`config.mk`:
```
export PLATFORM = sky130hd
export DESIGN_NAME = cache_ctrl
export DESIGN_NICKNAME = d
export VERILOG_FILES = /design/src/rtl/cache_ctrl.sv
export SDC_FILE = /design/constraint.sdc
export NUM_CORES = 1
export LEC_CHECK = 0
export CAP_MARGIN = 25
export CORE_AREA = 4 4 310 312
export DETAILED_ROUTE_END_ITERATION = 8
export DIE_AREA = 0 0 314 316
export PLACE_DENSITY = 0.3
export RECOVER_POWER = 50
export SLEW_MARGIN = 5
export SYNTH_ARGS = -nofsm -noshare
export SYNTH_HDL_FRONTEND = slang
export SYNTH_SLANG_ARGS = --single-unit
```
`constraint.sdc`:
```
create_clock -name clk -period 2.9 [get_ports clk]
set_input_delay 0.58 -clock clk [delete_from_list [all_inputs] [get_ports clk]]
set_output_delay 0.58 -clock clk [all_outputs]
set_load 0.03 [all_outputs]
```
`src/rtl/cache_ctrl.sv`:
```
// Direct-mapped write-back cache controller: 8 lines x 16 bytes.
// Ports: processor req/resp, memory req/resp, tag/data array, stats.
// Optional hit/miss counters are enabled with CACHE_CTRL_STATS_EN.
module cache_ctrl (
  input  logic         clk,
  input  logic         reset,
  input  logic         cachereq_val,
  output logic         cachereq_rdy,
  input  logic         cachereq_type,
  input  logic [31:0]  cachereq_addr,
  input  logic [31:0]  cachereq_data,
  output logic         cacheresp_val,
  input  logic         cacheresp_rdy,
  output logic [31:0]  cacheresp_data,
  output logic         memreq_val,
  input  logic         memreq_rdy,
  output logic         memreq_type,
  output logic [31:0]  memreq_addr,
  output logic [127:0] memreq_data,
  input  logic         memresp_val,
  output logic         memresp_rdy,
  input  logic [127:0] memresp_data,
  output logic [2:0]   addr,
  output logic         tag_read_en,
  output logic         tag_write_en,
  output logic [31:0]  tag_write_data,
  input  logic [31:0]  tag_read_data,
  output logic         data_read_en,
  output logic         data_write_en,
  output logic [15:0]  data_write_byte_en,
  output logic [127:0] data_write_data,
  input  logic [127:0] data_read_data,
  output logic [31:0]  hit_count,
  output logic [31:0]  miss_count
);

  typedef enum logic [2:0] {
    IDLE, TAG_CHECK, EVICT_REQ, EVICT_WAIT,
    REFILL_REQ, REFILL_WAIT, RESP
  } state_e;

  state_e      state_q, state_d;
  logic        type_q, type_d;
  logic [31:0] addr_q, addr_d;
  logic [31:0] wdata_q, wdata_d;
  logic [31:0] resp_q, resp_d;
  logic [7:0]  valid_q, valid_d;
  logic [7:0]  dirty_q, dirty_d;
  logic        replay_q, replay_d;

  logic [2:0]  idx;
  logic [24:0] tag;
  logic [1:0]  word;
  logic        hit;

  assign idx  = addr_q[6:4];
  assign tag  = addr_q[31:7];
  assign word = addr_q[3:2];
  assign hit  = valid_q[idx] && (tag_read_data[24:0] == tag);

  assign addr           = idx;
  assign cacheresp_data = resp_q;

  always_comb begin
    state_d            = state_q;
    type_d             = type_q;
    addr_d             = addr_q;
    wdata_d            = wdata_q;
    resp_d             = resp_q;
    valid_d            = valid_q;
    dirty_d            = dirty_q;
    replay_d           = replay_q;
    cachereq_rdy       = 1'b0;
    cacheresp_val      = 1'b0;
    memreq_val         = 1'b0;
    memreq_type        = 1'b0;
    memreq_addr        = '0;
    memreq_data        = '0;
    memresp_rdy        = 1'b0;
    tag_read_en        = 1'b0;
    tag_write_en       = 1'b0;
    tag_write_data     = '0;
    data_read_en       = 1'b0;
    data_write_en      = 1'b0;
    data_write_byte_en = '0;
    data_write_data    = '0;
    unique case (state_q)
      IDLE: begin
        cachereq_rdy = 1'b1;
        if (cachereq_val) begin
          type_d   = cachereq_type;
          addr_d   = cachereq_addr;
          wdata_d  = cachereq_data;
          replay_d = 1'b0;
          state_d  = TAG_CHECK;
        end
      end
      TAG_CHECK: begin
        tag_read_en  = 1'b1;
        data_read_en = 1'b1;
        if (hit) begin
          state_d = RESP;
          if (type_q) begin
            data_write_en      = 1'b1;
            data_write_byte_en = 16'h000F << {word, 2'b00};
            data_write_data    = {4{wdata_q}};
            dirty_d[idx]       = 1'b1;
            resp_d             = '0;
          end else begin
            resp_d = data_read_data[{word, 5'b0} +: 32];
          end
        end else if (valid_q[idx] && dirty_q[idx]) begin
          state_d = EVICT_REQ;
        end else begin
          state_d = REFILL_REQ;
        end
      end
      EVICT_REQ: begin
        tag_read_en  = 1'b1;
        data_read_en = 1'b1;
        memreq_val   = 1'b1;
        memreq_type  = 1'b1;
        memreq_addr  = {tag_read_data[24:0], idx, 4'b0};
        memreq_data  = data_read_data;
        if (memreq_rdy) state_d = EVICT_WAIT;
      end
      EVICT_WAIT: begin
        memresp_rdy = 1'b1;
        if (memresp_val) state_d = REFILL_REQ;
      end
      REFILL_REQ: begin
        memreq_val  = 1'b1;
        memreq_addr = {addr_q[31:4], 4'b0};
        if (memreq_rdy) state_d = REFILL_WAIT;
      end
      REFILL_WAIT: begin
        memresp_rdy = 1'b1;
        if (memresp_val) begin
          tag_write_en       = 1'b1;
          tag_write_data     = {7'b0, tag};
          data_write_en      = 1'b1;
          data_write_byte_en = 16'hFFFF;
          data_write_data    = memresp_data;
          valid_d[idx]       = 1'b1;
          dirty_d[idx]       = 1'b0;
          replay_d           = 1'b1;
          state_d            = TAG_CHECK;
        end
      end
      RESP: begin
        cacheresp_val = 1'b1;
        if (cacheresp_rdy) state_d = IDLE;
      end
      default: state_d = IDLE;
    endcase
  end

  always_ff @(posedge clk or negedge reset) begin
    if (!reset) begin
      state_q  <= IDLE;
      type_q   <= 1'b0;
      addr_q   <= '0;
      wdata_q  <= '0;
      resp_q   <= '0;
      valid_q  <= '0;
      dirty_q  <= '0;
      replay_q <= 1'b0;
    end else begin
      state_q  <= state_d;
      type_q   <= type_d;
      addr_q   <= addr_d;
      wdata_q  <= wdata_d;
      resp_q   <= resp_d;
      valid_q  <= valid_d;
      dirty_q  <= dirty_d;
      replay_q <= replay_d;
    end
  end

`ifdef CACHE_CTRL_STATS_EN
  logic [31:0] hit_q, miss_q;
  logic        lookup;

  // The post-refill pass through TAG_CHECK is not a new lookup.
  assign lookup = (state_q == TAG_CHECK) && !replay_q;

  always_ff @(posedge clk or negedge reset) begin
    if (!reset) begin
      hit_q  <= '0;
      miss_q <= '0;
    end else if (lookup) begin
      if (hit) hit_q <= hit_q + 32'd1;
      else     miss_q <= miss_q + 32'd1;
    end
  end

  assign hit_count  = hit_q;
  assign miss_count = miss_q;
`else
  logic unused_replay;
  assign unused_replay = replay_q;
  assign hit_count     = '0;
  assign miss_count    = '0;
`endif

  logic unused_bits;
  assign unused_bits = ^{addr_q[1:0], tag_read_data[31:25]};

endmodule
```
=== Word level (Yosys, flattened, before mapping) ===
Cells that the tools add are included.

* Reductions and logical operators: 13
* Mux-type cells: 43
* $lt $le $gt $ge: 2
* Equality and inequality tests: 15
* Shift-type cells: 2
* Bitwise gates (word level): 4

{| class="wikitable"
|+ Operators with widths
! cell !! count
|-
| $mux 128 || 4
|-
| $pmux 128 s2 || 1
|-
| $shiftx 128x8->32 || 1
|-
| $pmux 32 s2 || 1
|-
| $mux 25 || 2
|-
| $mux 16 || 3
|-
| $mux 32 || 1
|-
| $pmux 16 s2 || 1
|-
| $eq 25x25->1 || 1
|-
| $mux 3 || 8
|-
| $mux 8 || 3
|-
| $pmux 3 s7 || 1
|-
| $ne 2x2->1 const B || 8
|-
| $or 8x8->8 || 2
|-
| $pmux 8 s2 || 1
|-
| $shl 4x4->16 const A || 1
|-
| $mux 1 || 13
|-
| $eq 3x3->1 const B || 3
|-
| $and 8x8->8 || 1
|-
| $not 8->8 || 1
|-
| $bmux 1 s3 || 2
|-
| $eq 3x2->1 const B || 2
|-
| $reduce_and 2->1 || 3
|-
| $reduce_and 6->1 || 1
|-
| other kinds (10) || 14
|}

* Input bits: 359
* Bits in registers: 116

=== Logic depth before layout (Yosys ltp) ===
* Word-level depth: 8
* Depth in mapped cells: 9

=== Worst setup path before layout ===
OpenSTA, ideal clock, no wires.

* Kind: input to output
* Start point: input tag_read_data[16]
* End point: output data_write_byte_en[13]
* Path slack: -0.577 ns
* Data arrival time: 2.897 ns
* Stages on the path: 7
* Cell sequence: xor2_1 nor4_1 nand3_1 nor4_1 nand4_1 o21ai_0 buf_4

* Word-level cells in the longest chain between the ends: 4

{| class="wikitable"
|+ Ends and longest elaborated chain
! element !! RTL line !! RTL
|-
| from (decl) || 27 || <nowiki>input logic [31:0] tag_read_data,</nowiki>
|-
| $eq 25x25->1 || 59 || <nowiki>assign hit = valid_q[idx] && (tag_read_data[24:0] == tag);</nowiki>
|-
| $logic_and 1x1->1 || 59 ||
|-
| $mux 16 || 101 || <nowiki>if (hit) begin</nowiki>
|-
| $pmux 16 s2 || 87 || <nowiki>unique case (state_q)</nowiki>
|-
| to (decl) || 30 || <nowiki>output logic [15:0] data_write_byte_en,</nowiki>
|}

No other way between the ends.

=== Worst setup path after layout ===
* Start point: input tag_read_data[9]
* End point: output data_write_byte_en[9]

Same word-level chain as after synthesis.

==> results.yml <==
power_and_ir_drop:
  switchingPower_mw: 5.76
  swShare: 0.451
  p_comb_frac: 0.593
  intPower_mw: 7.02
  worst_ir_drop_vdd_v: 0.000431
  p_per_area_nw_per_um2: 625
  p_clk_frac: 0.185
  pwr-share-seq: 0.222
  p_leak_nw: 9.99
status:
  violations: "setup timing"
  outcome: "finished, violations left"
clock_network:
  worst_skew_pair.late_latency_ns: 0.47
  cts_tree: "done"
  cts_root_buffer: "clkbuf_16"
  cts.clk_slew.worst_paths_ns: 0.06
  cts.sinks: 114
  numCtsBuffers: 17
  cts_buffer_depth: 2
  h-tree-depth: 4
worst_setup_path:
  crit_path_end_kind: "output pin"
  crit_required_ns: 2.32
  path_class: "in -> out"
  crit_arrival_ns: 2.92
  crit_fanout: 6
  cp-start-kind: "input port"
floorplan:
  die_height_um: 316
  die-width_um: 314
  dieArea_um2: 99200
  fp.coreArea_um2: 93000
  row_count: 112
  io_pins: 803
  start_util: 0.0979
detailed_routing:
  drc: 0
  detail-route-antenna-nets: 0
  drt_wl_total_um: 62200
  dr.pass1.iters: 6
  wl_per_cell_um: 19.9
  via_per_inst: 3.43
  dr.first_iter.drc_count: 289
  num_vias: 10724
synthesis:
  synth_seq_cells: 114
  synth-seq-area-share: 0.313
  netlist_instances: 1101
  synth_top_cell_area_share: 0.313
  synth_top_cell_by_area: "dfrtp_1"
  synth_flop_cell: "dfrtp_1"
  syn_area_per_cell_um2: 8.27
  async_flop_share: 1.00
  synth_area_um2: 9110
  ys_warn_count: 0
  yosysUniqueCellTypes: 44
  synth_area_leaders: "dfrtp_1 (31%), nand2_1 (14%), and3_1 (8.9%), mux2_2 (8.5%), mux4_2 (7.9%)"
  synth_edf_count: 0
timing:
  fmax_mhz: 286
  max_slew_margin: 0.229
  postLayoutSetupSlackWorst_ns: -0.596
  finalSetupViolations: 171
  post-route-min-period_ns: 3.50
  finClkSkew_ns: 0.0178
  drv_slew: 0
  hold_viol: 0
  final.period_utilization: 1.21
  worst_pin_slew_ns: 1.16
  rsz0062_at_grt: "yes"
flow_run:
  drv_cap: 0
grt:
  gr-total-overflow: 0
  grt_pass1_wl_um: 85700
  grt_pass1_vias: 11346
  grt_max_degree: 89
  antenna_found_initial: 8
  grt.total_usage: 0.120
layout:
  final_util: 0.220
  syn_to_final_growth_pct: 125
  nets: 2213
  layout-drive-gt1-share: 0.354
  final.fill_count: 10295
  seq_area_um2: 2860
  multiInputGateArea_um2: 6410
placed_design:
  hpwl_um: 50300
  dp_slack_ns: -0.958
  portBuffers: 718
  place_congestion: 0.830
min_path:
  hold_class: "reg -> reg"
-- worst paths after layout --
check | start | endpoint | slack [ns] | cells past startpoint
min in group asynchronous | reset | wdata_q[3]$_DFFE_PN0P_ | 0.85 | 2
worst max-delay path | tag_read_data[9] | data_write_byte_en[9] | -0.60 | 12
worst max register to register | state_q[1]$_DFFE_PN0P_ | addr_q[2]$_DFFE_PN0P_ | 0.12 | 5
max in group asynchronous | reset | addr_q[2]$_DFFE_PN0P_ | 0.41 | 3
worst min register to register | valid_q[6]$_DFFE_PN0P_ | valid_q[6]$_DFFE_PN0P_ | 0.46 | 1
worst min-delay path | valid_q[6]$_DFFE_PN0P_ | valid_q[6]$_DFFE_PN0P_ | 0.46 | 1
-- cells in the mapped netlist (2+ instances only) --
library cell and count:
buf_2 18, a22o_1 27, or2_2 3, clkbuf_1 63, nor2b_1 2, nand4_1 3, nor2_1 19, xor2_1 25
o21ai_0 13, nand2_1 338, buf_4 91, dfrtp_1 114, inv_1 30, a41oi_1 2, o2bb2ai_1 2, nor4_1 8
nand2b_1 5, mux4_2 32, a21oi_1 3, and3_1 129, nand3b_1 2, buf_1 3, o21bai_1 2, mux2_2 69
nor3_1 7, xnor2_1 2, nand3_1 8, and2_1 37, mux2i_1 29
-- cells by family (layout without fill, tap and decap cells) --
kind of cell | after synthesis | after routing | synth area share
flip-flops | 114 | 114 | 0.313
XOR/XNOR | 27 | 27 | 0.0260
buffers and inverters | 206 | 898 | 0.125
multiplexers | 130 | 130 | 0.196
AO/OA/AOI/OAI | 58 | 58 | 0.0500
other | 1 | 81 | 0.000412
AND/OR/NAND/NOR | 565 | 565 | 0.289
-- worst max-delay path, stage by stage --
cell and delay (ns):
clkdlybuf4s50_1 0.45, xor2_1 0.17, nor4_1 0.31, buf_4 0.17, nand4_1 0.11, a2111oi_4 0.22, buf_6 0.16, buf_12 0.14
buf_12 0.16, nand3b_1 0.10, nand2_2 0.15, buf_6 0.17
-- state kept, by name, summed over array words and instances, names as in the netlist, named ones only --
signal / flops
cacheresp_data: 32
wdata_q: 32
addr_q: 30
valid_q: 8
state_q: 3
type_q: 1
-- cell type report --
type,instances,share of cell area
clock inverters,11,0.00740
clock buffers,21,0.0225
repair buffers,835,0.433
inverters,31,0.00575
diodes,6,0.000734
multi-input cells,855,0.314
well taps,1254,0.0767
flip-flops and latches,114,0.140
-- layout by cell type, fill, tap and decap left out, types with 4 or more instances in the layout --
cell type and count:
buf_4 127, a22o_1 27, dlymetal6s2s_1 15, mux4_2 32
xor2_1 23, buf_6 138, mux2_2 69, nor4_2 4
clkbuf_1 6, buf_12 69, nor3_1 7, dlygate4sd2_1 84
o21ai_0 11, inv_1 30, clkbuf_16 17, dfrtp_1 110
dlygate4sd3_1 33, nand2_4 46, diode_2 6, clkdlybuf4s50_1 352
conb_1 75, buf_8 4, nor2_1 18, nand2_2 92
nand2b_1 5, mux2i_1 29, and2_1 34, nand2_8 21
nand2_1 179, nand3_1 8, and3_1 129
-- power by group through the flow --
stage | sequential (mW) | combinational, mW | clock, mW
2_1_floorplan | 2.41 | 4.20 | 0
3_3_place_gp | 2.68 | 7.30 | 0
3_5_place_dp | 2.65 | 7.29 | 0
4_1_cts | 2.83 | 7.68 | 2.53
5_1_grt | 2.93 | 8.14 | 2.57
6_report | 2.83 | 7.58 | 2.37
-- timing repair --
item	in CTS	in global routing
resized for setup	442	75
hold endpoints to repair	15	0
hold buffers	1	0
setup buffers	10	9
pin swaps	44	11
cloned	4	0
endpoints found under the setup margin	249	204
-- through the flow --
| step | setup TNS, ns | hold slack (ns) | total power [mW] | cell area [um^2] | std cells |
|---|---|---|---|---|---|
| finish | -89.01 | 0.461 | 12.8 | 20400 | 3127 |
| global route | -123.85 | 0.479 | 13.6 | 20400 | 3124 |
| CTS | -96.51 | 0.466 | 13.0 | 20200 | 3113 |
| detailed placement | -119.96 | 0.452 | 9.94 | 18100 | 3066 |
| global placement | -121.66 | 0.444 | 9.98 | 18100 | 3066 |
| floorplan | -0.0544 | 0.284 | 6.61 | 9420 | 1175 |
-- layer usage --
metal	up-vias	wire length [um]	GRT usage
li1	5053	-	-
met1	5169	24300	0.137
met2	458	32000	0.215
met3	38	4850	0.0404
met4	6	987	0.0315
met5	-	44	0
Note: power is estimated with default switching activity, not from simulation.
